--- src/rtl/axi_pwm_pkg.sv ---
// rtl/axi_pwm_pkg.sv - register map, response codes, bus FSM states and strobe merge for axi_pwm_multi
package axi_pwm_pkg;

    localparam int OFF_CTRL     = 'h00;
    localparam int OFF_STATUS   = 'h04;
    localparam int OFF_PERIOD   = 'h08;
    localparam int OFF_PRESCALE = 'h0C;
    localparam int OFF_DUTY0    = 'h10;

    localparam logic [1:0] RESP_OKAY   = 2'b00;
    localparam logic [1:0] RESP_SLVERR = 2'b10;

    localparam int CTRL_EN     = 0;
    localparam int CTRL_IRQ_EN = 1;

    typedef enum logic [1:0] {WR_IDLE, WR_ACK, WR_RESP} wr_state_e;
    typedef enum logic [1:0] {RD_IDLE, RD_ACK, RD_DATA} rd_state_e;

    function automatic logic [31:0] merge_wstrb(input logic [31:0] old_val,
                                                input logic [31:0] new_val,
                                                input logic [3:0]  strb);
        logic [31:0] r;
        for (int b = 0; b < 4; b++) begin
            r[8*b +: 8] = strb[b] ? new_val[8*b +: 8] : old_val[8*b +: 8];
        end
        return r;
    endfunction

endpackage

--- src/rtl/pwm_timebase.sv ---
// rtl/pwm_timebase.sv - shared prescaler and period counter; wrap is combinational so shadows load on the same edge
module pwm_timebase #(
    parameter int CNT_W = 16
) (
    input  logic             clk,
    input  logic             rst_n,
    input  logic             en,
    input  logic [CNT_W-1:0] prescale,
    input  logic [CNT_W-1:0] per_act,
    output logic [CNT_W-1:0] cnt,
    output logic             wrap
);

    logic [CNT_W-1:0] psc;
    logic             tick;

    assign tick = (psc == prescale);
    assign wrap = en && tick && (cnt == per_act);

    always_ff @(posedge clk or negedge rst_n) begin
        if (!rst_n) begin
            psc <= '0;
            cnt <= '0;
        end else if (!en) begin
            psc <= '0;
            cnt <= '0;
        end else begin
            psc <= tick ? '0 : psc + CNT_W'(1);
            if (tick) begin
                cnt <= (cnt == per_act) ? '0 : cnt + CNT_W'(1);
            end
        end
    end

endmodule

--- src/rtl/axi_pwm_multi.sv ---
// rtl/axi_pwm_multi.sv - AXI4-Lite multi-channel PWM with double-buffered period/duty and wrap interrupt
module axi_pwm_multi
    import axi_pwm_pkg::*;
#(
    parameter int NUM_CH             = 8,
    parameter int CNT_W              = 16,
    parameter int C_S_AXI_DATA_WIDTH = 32,
    parameter int C_S_AXI_ADDR_WIDTH = 7
) (
    input  logic                            s00_axi_aclk,
    input  logic                            s00_axi_aresetn,
    input  logic [C_S_AXI_ADDR_WIDTH-1:0]   s00_axi_awaddr,
    input  logic [2:0]                      s00_axi_awprot,
    input  logic                            s00_axi_awvalid,
    output logic                            s00_axi_awready,
    input  logic [C_S_AXI_DATA_WIDTH-1:0]   s00_axi_wdata,
    input  logic [C_S_AXI_DATA_WIDTH/8-1:0] s00_axi_wstrb,
    input  logic                            s00_axi_wvalid,
    output logic                            s00_axi_wready,
    output logic [1:0]                      s00_axi_bresp,
    output logic                            s00_axi_bvalid,
    input  logic                            s00_axi_bready,
    input  logic [C_S_AXI_ADDR_WIDTH-1:0]   s00_axi_araddr,
    input  logic [2:0]                      s00_axi_arprot,
    input  logic                            s00_axi_arvalid,
    output logic                            s00_axi_arready,
    output logic [C_S_AXI_DATA_WIDTH-1:0]   s00_axi_rdata,
    output logic [1:0]                      s00_axi_rresp,
    output logic                            s00_axi_rvalid,
    input  logic                            s00_axi_rready,
    output logic [NUM_CH-1:0]               PWM_OUT,
    output logic                            irq
);

    wr_state_e        wr_state, wr_next;
    rd_state_e        rd_state, rd_next;
    logic [1:0]       ctrl;
    logic             wrap_pend;
    logic [CNT_W-1:0] period, prescale, per_act, cnt;
    logic [CNT_W-1:0] duty     [NUM_CH];
    logic [CNT_W-1:0] duty_act [NUM_CH];
    logic             en, wrap, wr_fire, wr_hit, rd_hit, wp_clr;
    int               wr_off, rd_off;
    logic [31:0]      wr_val, rd_val;
    logic             unused_bits;

    assign en          = ctrl[CTRL_EN];
    assign unused_bits = ^{s00_axi_awprot, s00_axi_arprot, s00_axi_awaddr[1:0],
                           s00_axi_araddr[1:0], wr_val};

    function automatic logic [31:0] reg_read(input int off);
        logic [31:0] v;
        v = '0;
        if (off == OFF_CTRL)     v = 32'(ctrl);
        if (off == OFF_STATUS)   v = 32'(wrap_pend);
        if (off == OFF_PERIOD)   v = 32'(period);
        if (off == OFF_PRESCALE) v = 32'(prescale);
        for (int i = 0; i < NUM_CH; i++) begin
            if (off == OFF_DUTY0 + 4*i) v = 32'(duty[i]);
        end
        return v;
    endfunction

    always_comb begin
        wr_off  = int'({s00_axi_awaddr[C_S_AXI_ADDR_WIDTH-1:2], 2'b00});
        rd_off  = int'({s00_axi_araddr[C_S_AXI_ADDR_WIDTH-1:2], 2'b00});
        wr_hit  = (wr_off < OFF_DUTY0 + 4*NUM_CH);
        rd_hit  = (rd_off < OFF_DUTY0 + 4*NUM_CH);
        wr_val  = merge_wstrb(reg_read(wr_off), s00_axi_wdata, s00_axi_wstrb);
        rd_val  = rd_hit ? reg_read(rd_off) : '0;
        wr_fire = (wr_state == WR_ACK);
        wp_clr  = wr_fire && (wr_off == OFF_STATUS) && s00_axi_wstrb[0] && s00_axi_wdata[0];
    end

    always_ff @(posedge s00_axi_aclk or negedge s00_axi_aresetn) begin
        if (!s00_axi_aresetn) begin
            wr_state <= WR_IDLE;
            rd_state <= RD_IDLE;
        end else begin
            wr_state <= wr_next;
            rd_state <= rd_next;
        end
    end

    // The master holds awvalid/wvalid through WR_ACK, so the handshake completes there unconditionally.
    always_comb begin
        wr_next = wr_state;
        case (wr_state)
            WR_IDLE: if (s00_axi_awvalid && s00_axi_wvalid) wr_next = WR_ACK;
            WR_ACK:  wr_next = WR_RESP;
            WR_RESP: if (s00_axi_bready) wr_next = WR_IDLE;
            default: wr_next = WR_IDLE;
        endcase
    end

    always_comb begin
        rd_next = rd_state;
        case (rd_state)
            RD_IDLE: if (s00_axi_arvalid) rd_next = RD_ACK;
            RD_ACK:  rd_next = RD_DATA;
            RD_DATA: if (s00_axi_rready) rd_next = RD_IDLE;
            default: rd_next = RD_IDLE;
        endcase
    end

    always_comb begin
        s00_axi_awready = (wr_state == WR_ACK);
        s00_axi_wready  = (wr_state == WR_ACK);
        s00_axi_bvalid  = (wr_state == WR_RESP);
        s00_axi_arready = (rd_state == RD_ACK);
        s00_axi_rvalid  = (rd_state == RD_DATA);
    end

    always_ff @(posedge s00_axi_aclk or negedge s00_axi_aresetn) begin
        if (!s00_axi_aresetn) begin
            s00_axi_bresp <= RESP_OKAY;
            s00_axi_rresp <= RESP_OKAY;
            s00_axi_rdata <= '0;
        end else begin
            if (wr_fire) s00_axi_bresp <= wr_hit ? RESP_OKAY : RESP_SLVERR;
            if (rd_state == RD_ACK) begin
                s00_axi_rdata <= rd_val;
                s00_axi_rresp <= rd_hit ? RESP_OKAY : RESP_SLVERR;
            end
        end
    end

    always_ff @(posedge s00_axi_aclk or negedge s00_axi_aresetn) begin
        if (!s00_axi_aresetn) begin
            ctrl     <= '0;
            period   <= '0;
            prescale <= '0;
            for (int i = 0; i < NUM_CH; i++) duty[i] <= '0;
        end else if (wr_fire && wr_hit) begin
            if (wr_off == OFF_CTRL)     ctrl     <= wr_val[1:0];
            if (wr_off == OFF_PERIOD)   period   <= wr_val[CNT_W-1:0];
            if (wr_off == OFF_PRESCALE) prescale <= wr_val[CNT_W-1:0];
            for (int i = 0; i < NUM_CH; i++) begin
                if (wr_off == OFF_DUTY0 + 4*i) duty[i] <= wr_val[CNT_W-1:0];
            end
        end
    end

    pwm_timebase #(.CNT_W(CNT_W)) u_timebase (
        .clk      (s00_axi_aclk),
        .rst_n    (s00_axi_aresetn),
        .en       (en),
        .prescale (prescale),
        .per_act  (per_act),
        .cnt      (cnt),
        .wrap     (wrap)
    );

    // Shadows track the registers while disabled so enabling starts from the latest values.
    always_ff @(posedge s00_axi_aclk or negedge s00_axi_aresetn) begin
        if (!s00_axi_aresetn) begin
            per_act   <= '0;
            wrap_pend <= 1'b0;
            irq       <= 1'b0;
            PWM_OUT   <= '0;
            for (int i = 0; i < NUM_CH; i++) duty_act[i] <= '0;
        end else begin
            if (!en || wrap) begin
                per_act <= period;
                for (int i = 0; i < NUM_CH; i++) duty_act[i] <= duty[i];
            end
            if (wrap)        wrap_pend <= 1'b1;
            else if (wp_clr) wrap_pend <= 1'b0;
            irq <= wrap_pend & ctrl[CTRL_IRQ_EN];
            for (int i = 0; i < NUM_CH; i++) PWM_OUT[i] <= en && (cnt < duty_act[i]);
        end
    end

endmodule
--- config.mk ---
export PLATFORM = sky130hd
export DESIGN_NAME = axi_pwm_multi
export DESIGN_NICKNAME = d
export VERILOG_FILES = /design/src/rtl/axi_pwm_pkg.sv /design/src/rtl/pwm_timebase.sv /design/src/rtl/axi_pwm_multi.sv
export SDC_FILE = /design/constraint.sdc
export NUM_CORES = 1
export LEC_CHECK = 0
export ABC_CLOCK_PERIOD_IN_PS = 5060
export BUFFER_PORTS_ARGS = -buffer_cell sky130_fd_sc_hd__buf_2
export CORE_MARGIN = 4
export CORE_UTILIZATION = 40
export CTS_CLUSTER_SIZE = 20
export DETAILED_ROUTE_END_ITERATION = 7
export PLACE_DENSITY = 0.67
export SYNTH_ARGS = -nofsm -noshare
export SYNTH_HDL_FRONTEND = slang
export SYNTH_HIERARCHICAL = 1
export SYNTH_SLANG_ARGS = --single-unit
--- constraint.sdc ---
create_clock -name s00_axi_aclk -period 5.06 [get_ports s00_axi_aclk]
set_input_delay 0.253 -clock s00_axi_aclk [delete_from_list [all_inputs] [get_ports s00_axi_aclk]]
set_output_delay 0.253 -clock s00_axi_aclk [all_outputs]
set_load 0.05 [all_outputs]
==> metrics.md <==
| Metric | Value |
|---|---|
| Status | `finished, final reports clean` |
| Detailed router's first-iteration violation count | `2,196` |
| Crit path from | `u_timebase/psc[8]$_DFF_PN0_` |
| GRT Total Usage | `between 20% and 30%` |
| Slew HR | `18.5%` |
| Hold Vio Cnt, Final | `0` |
| Post-cts resize count | `0` |
| CP max stage cell | `and4_1` |
| MaxCap Viol Count | `0` |
| Multi-input logic area | `10,900 µm²` |
| Met2 Use GR | `38.4%` |
| CP required | `about 5.5 ns` |
| Routed WL per cell | `~26 µm` |
| CP cell instances | `xor2_1 > nor4_1 > and4_1 > and3_1 > nor2b_4 > buf_12 > mux2_2` |
| Global-route track usage on met1 | `37.2%` |
| CTS Buf Count | `42` |
| Mapped Area | `21,400 µm²` |
| Seq pwr share | `around 44%` |
| Crit Path Class | `reg2reg` |
| PortBufs | `66` |
| Final setup fails | `0` |
| Clock power share | `38.6%` |
| Post-synthesis sequential area ratio | `43.3%` |
| Ys Warns | `6` |
| Clock Path Buffers | `3` |
| Core ar. | `52,800 µm²` |
| Final std cells w/o fill | `2,902` |
| PwrDens | `340 nW/µm²` |
| Sw Pwr | `2.53 mW` |
| Inst Count DP | `2,821` |
| Layout cells sized above 1 | `between 15 and 20%` |
| Crit path largest cell delay | `0.70 ns` |
| Remaining global-route overflow | `0` |
| P_leak | `10.4 nW` |
| Placed Area | `22,200 µm²` |
| DP Worst Slack | `around 1.7 ns` |
| Post-CTS Setup Repair Bufs | `0` |
| Drt via density | `approximately 6.2` |
| Die height | `approximately 240 µm` |
| Post-layout power | `8.06 mW` |
| Most frequent cells in the layout | `370 x dfrtp_1, 180 x nand2_1, 150 x mux2_2` |
| RSZ-0062 raised after global routing | `no` |
| Final nets | `2,371` |
| Least-Margin Pin Slew | `1.22 ns` |
| Routability cong. | `roughly 1.1` |
| H-tree depth | `2` |
| Die width | `roughly 240 µm` |
| IR drop worst, VDD | `297 µV` |
| Post-DP HPWL | `about 55,000 µm` |
| Via count | `17,864` |
| Final worst-path cycle share | `61.6%` |
| Fraction of power spent switching nets | `31.4%` |
| Met3 usage | `a little over 6%` |
| Total clock sinks | `370` |
| Hold wc startpoint | `s00_axi_wdata[3]` |
| F_max | `321 MHz` |
| Hold slack | `approximately 0.068 ns` |
| Clock Skews | `0.0320 ns` |
| DRT antenna net count | `0` |
| Final min period | `3.11 ns` |
| WL final | `75,500 µm` |
| Residual DRC | `0` |
| Fin. max-slew vios | `0` |
| Critical Path Start Type | `flop` |
| Cell area after layout | `approximately 24,000 µm²` |
| Number of global-route vias before repair | `17,087` |
| Fillers | `5,004` |
| Final TNS setup | `0 ns` |
| Root buf cell | `clkbuf_16` |
| Distinct cells, synth | `just under 90` |
| Reg-to-reg critical path startpoint | `u_timebase/psc[8]$_DFF_PN0_` |
| Maximum fanout along the worst path | `107` |
| Internal power | `5.53 mW` |
| Syn avg cell area | `9.86 µm²` |
| Die area | `57,200 µm²` |
| Largest net degree at the start of global routing | `159` |
| FF/Latch Area | `about 9300 µm²` |
| Clk_lat worst skew | `a little under 0.6 ns` |
| GR peak layer | `met2` |
| Starting density of the core | `40.5%` |
| Pre-antenna DRT Iters | `6` |
| Area delta synth->final | `10.8%` |
| Comb power frac | `~17%` |
| Worst Setup Slack, final | `1.95 ns` |
| TritonCTS clock tree | `built` |
| FF+latch count, synth | `370` |
| Async SR Flop Fraction | `100%` |
| HP Class | `in2reg` |
| Clk slew on worst S/H paths | `0.06 ns` |
| Arrival @ worst endpoint | `3.58 ns` |
| Setup crit end kind | `flop` |
| First-pass GRT wire length | `111,000 µm` |
| Cells after Synth | `around 2,200` |
| Number of cell rows | `84` |
| I/O pin count | `about 110` |
| Initial antenna violation count | `7` |
| Post-synth top flop | `dfrtp_1` |
| Commonest non-fill, non-tap cell in the layout | `dfrtp_1` |
| Final Util | `44.9%` |
| Number of synthesized flops with an enable pin | `0` |
==> cell usage after synthesis, drive strengths merged (28+ instances only) <==
library cell | count | area (µm²)
a2111oi | 31 | 312
a21oi | 75 | 375
buf | 79 | 470
clkbuf | 72 | 270
dfrtp | 370 | 9260
ha | 122 | 1530
inv | 149 | 559
mux2 | 152 | 1710
mux2i | 28 | 280
nand2 | 181 | 682
nand3 | 76 | 380
nand4 | 40 | 250
nor2 | 98 | 375
nor2b | 28 | 175
nor3 | 49 | 290
o21ai | 222 | 1110
o31ai | 33 | 248
==> power groups by stage <==
stage / Clock [mW] / Combinational, mW / Sequential (mW)
6_report: 3.11 / 1.37 / 3.58
3_5_place_dp: 0 / 1.35 / 3.61
5_1_grt: 3.28 / 1.49 / 3.59
2_1_floorplan: 0 / 0.862 / 3.53
4_1_cts: 3.15 / 1.37 / 3.55
3_3_place_gp: 0 / 1.32 / 3.59
==> worst paths after layout <==
check,slack [ns],depth (start not counted),to
min in group asynchronous,0.22,2,duty[122]$_DFFE_PN0P_
worst min-delay path,0.07,3,duty[35]$_DFFE_PN0P_
worst max register to register,1.95,7,duty_act[3]$_DFFE_PN0P_
worst min register to register,0.45,1,rd_state[0]$_DFFE_PN0P_
worst max-delay path,1.95,7,duty_act[3]$_DFFE_PN0P_
max in group asynchronous,3.53,3,duty[24]$_DFFE_PN0P_
==> final cells by class <==
class | instances | area share [%]
timing repair buffer | 107 | 2.99
multi-input combinational | 1516 | 46.1
sequential | 370 | 39.1
clock buffer | 56 | 5.00
antenna | 1 | 0.0106
clock inverter | 15 | 0.803
inverter | 149 | 2.36
tap | 688 | 3.63
==> logic make-up after synthesis <==
family / share of synthesized area, %
fa+ha+maj: 7.14
flops: 43.3
buf+inv: 6.08
mux: 9.42
compound gates: 18.5
xor+xnor: 1.84
other cells: 0.0175
simple gates: 13.7
==> registers in the layout, summed over array words and instances, names as in the netlist, 8 cells and up <==
signal / count
prescale: 16
per_act: 16
s00_axi_rdata: 16
period: 16
PWM_OUT: 8
u_timebase/psc: 16
duty: 128
duty_act: 128
u_timebase/cnt: 16
==> routing by layer <==
layer	wire length, µm	part of all wire [%]
met4	3300	4.4
met5	8	0.011
met2	32400	43
met1	32100	43
met3	7690	10
==> worst max-delay path: cells and delay by family (launching register included) <==
kind	cells	cell delay, ns
XOR/XNOR	1	0.18
buffers and inverters	1	0.27
flip-flops	1	0.44
multiplexers	1	0.36
AND/OR/NAND/NOR	4	1.67
==> repair_timing <==
action                     in CTS  in global routing
hold endpoints to repair       70                  0
setup endpoints to repair       0                  0
hold buffers                    9                  0
No activity file was read; power rests on OpenSTA's default activity.
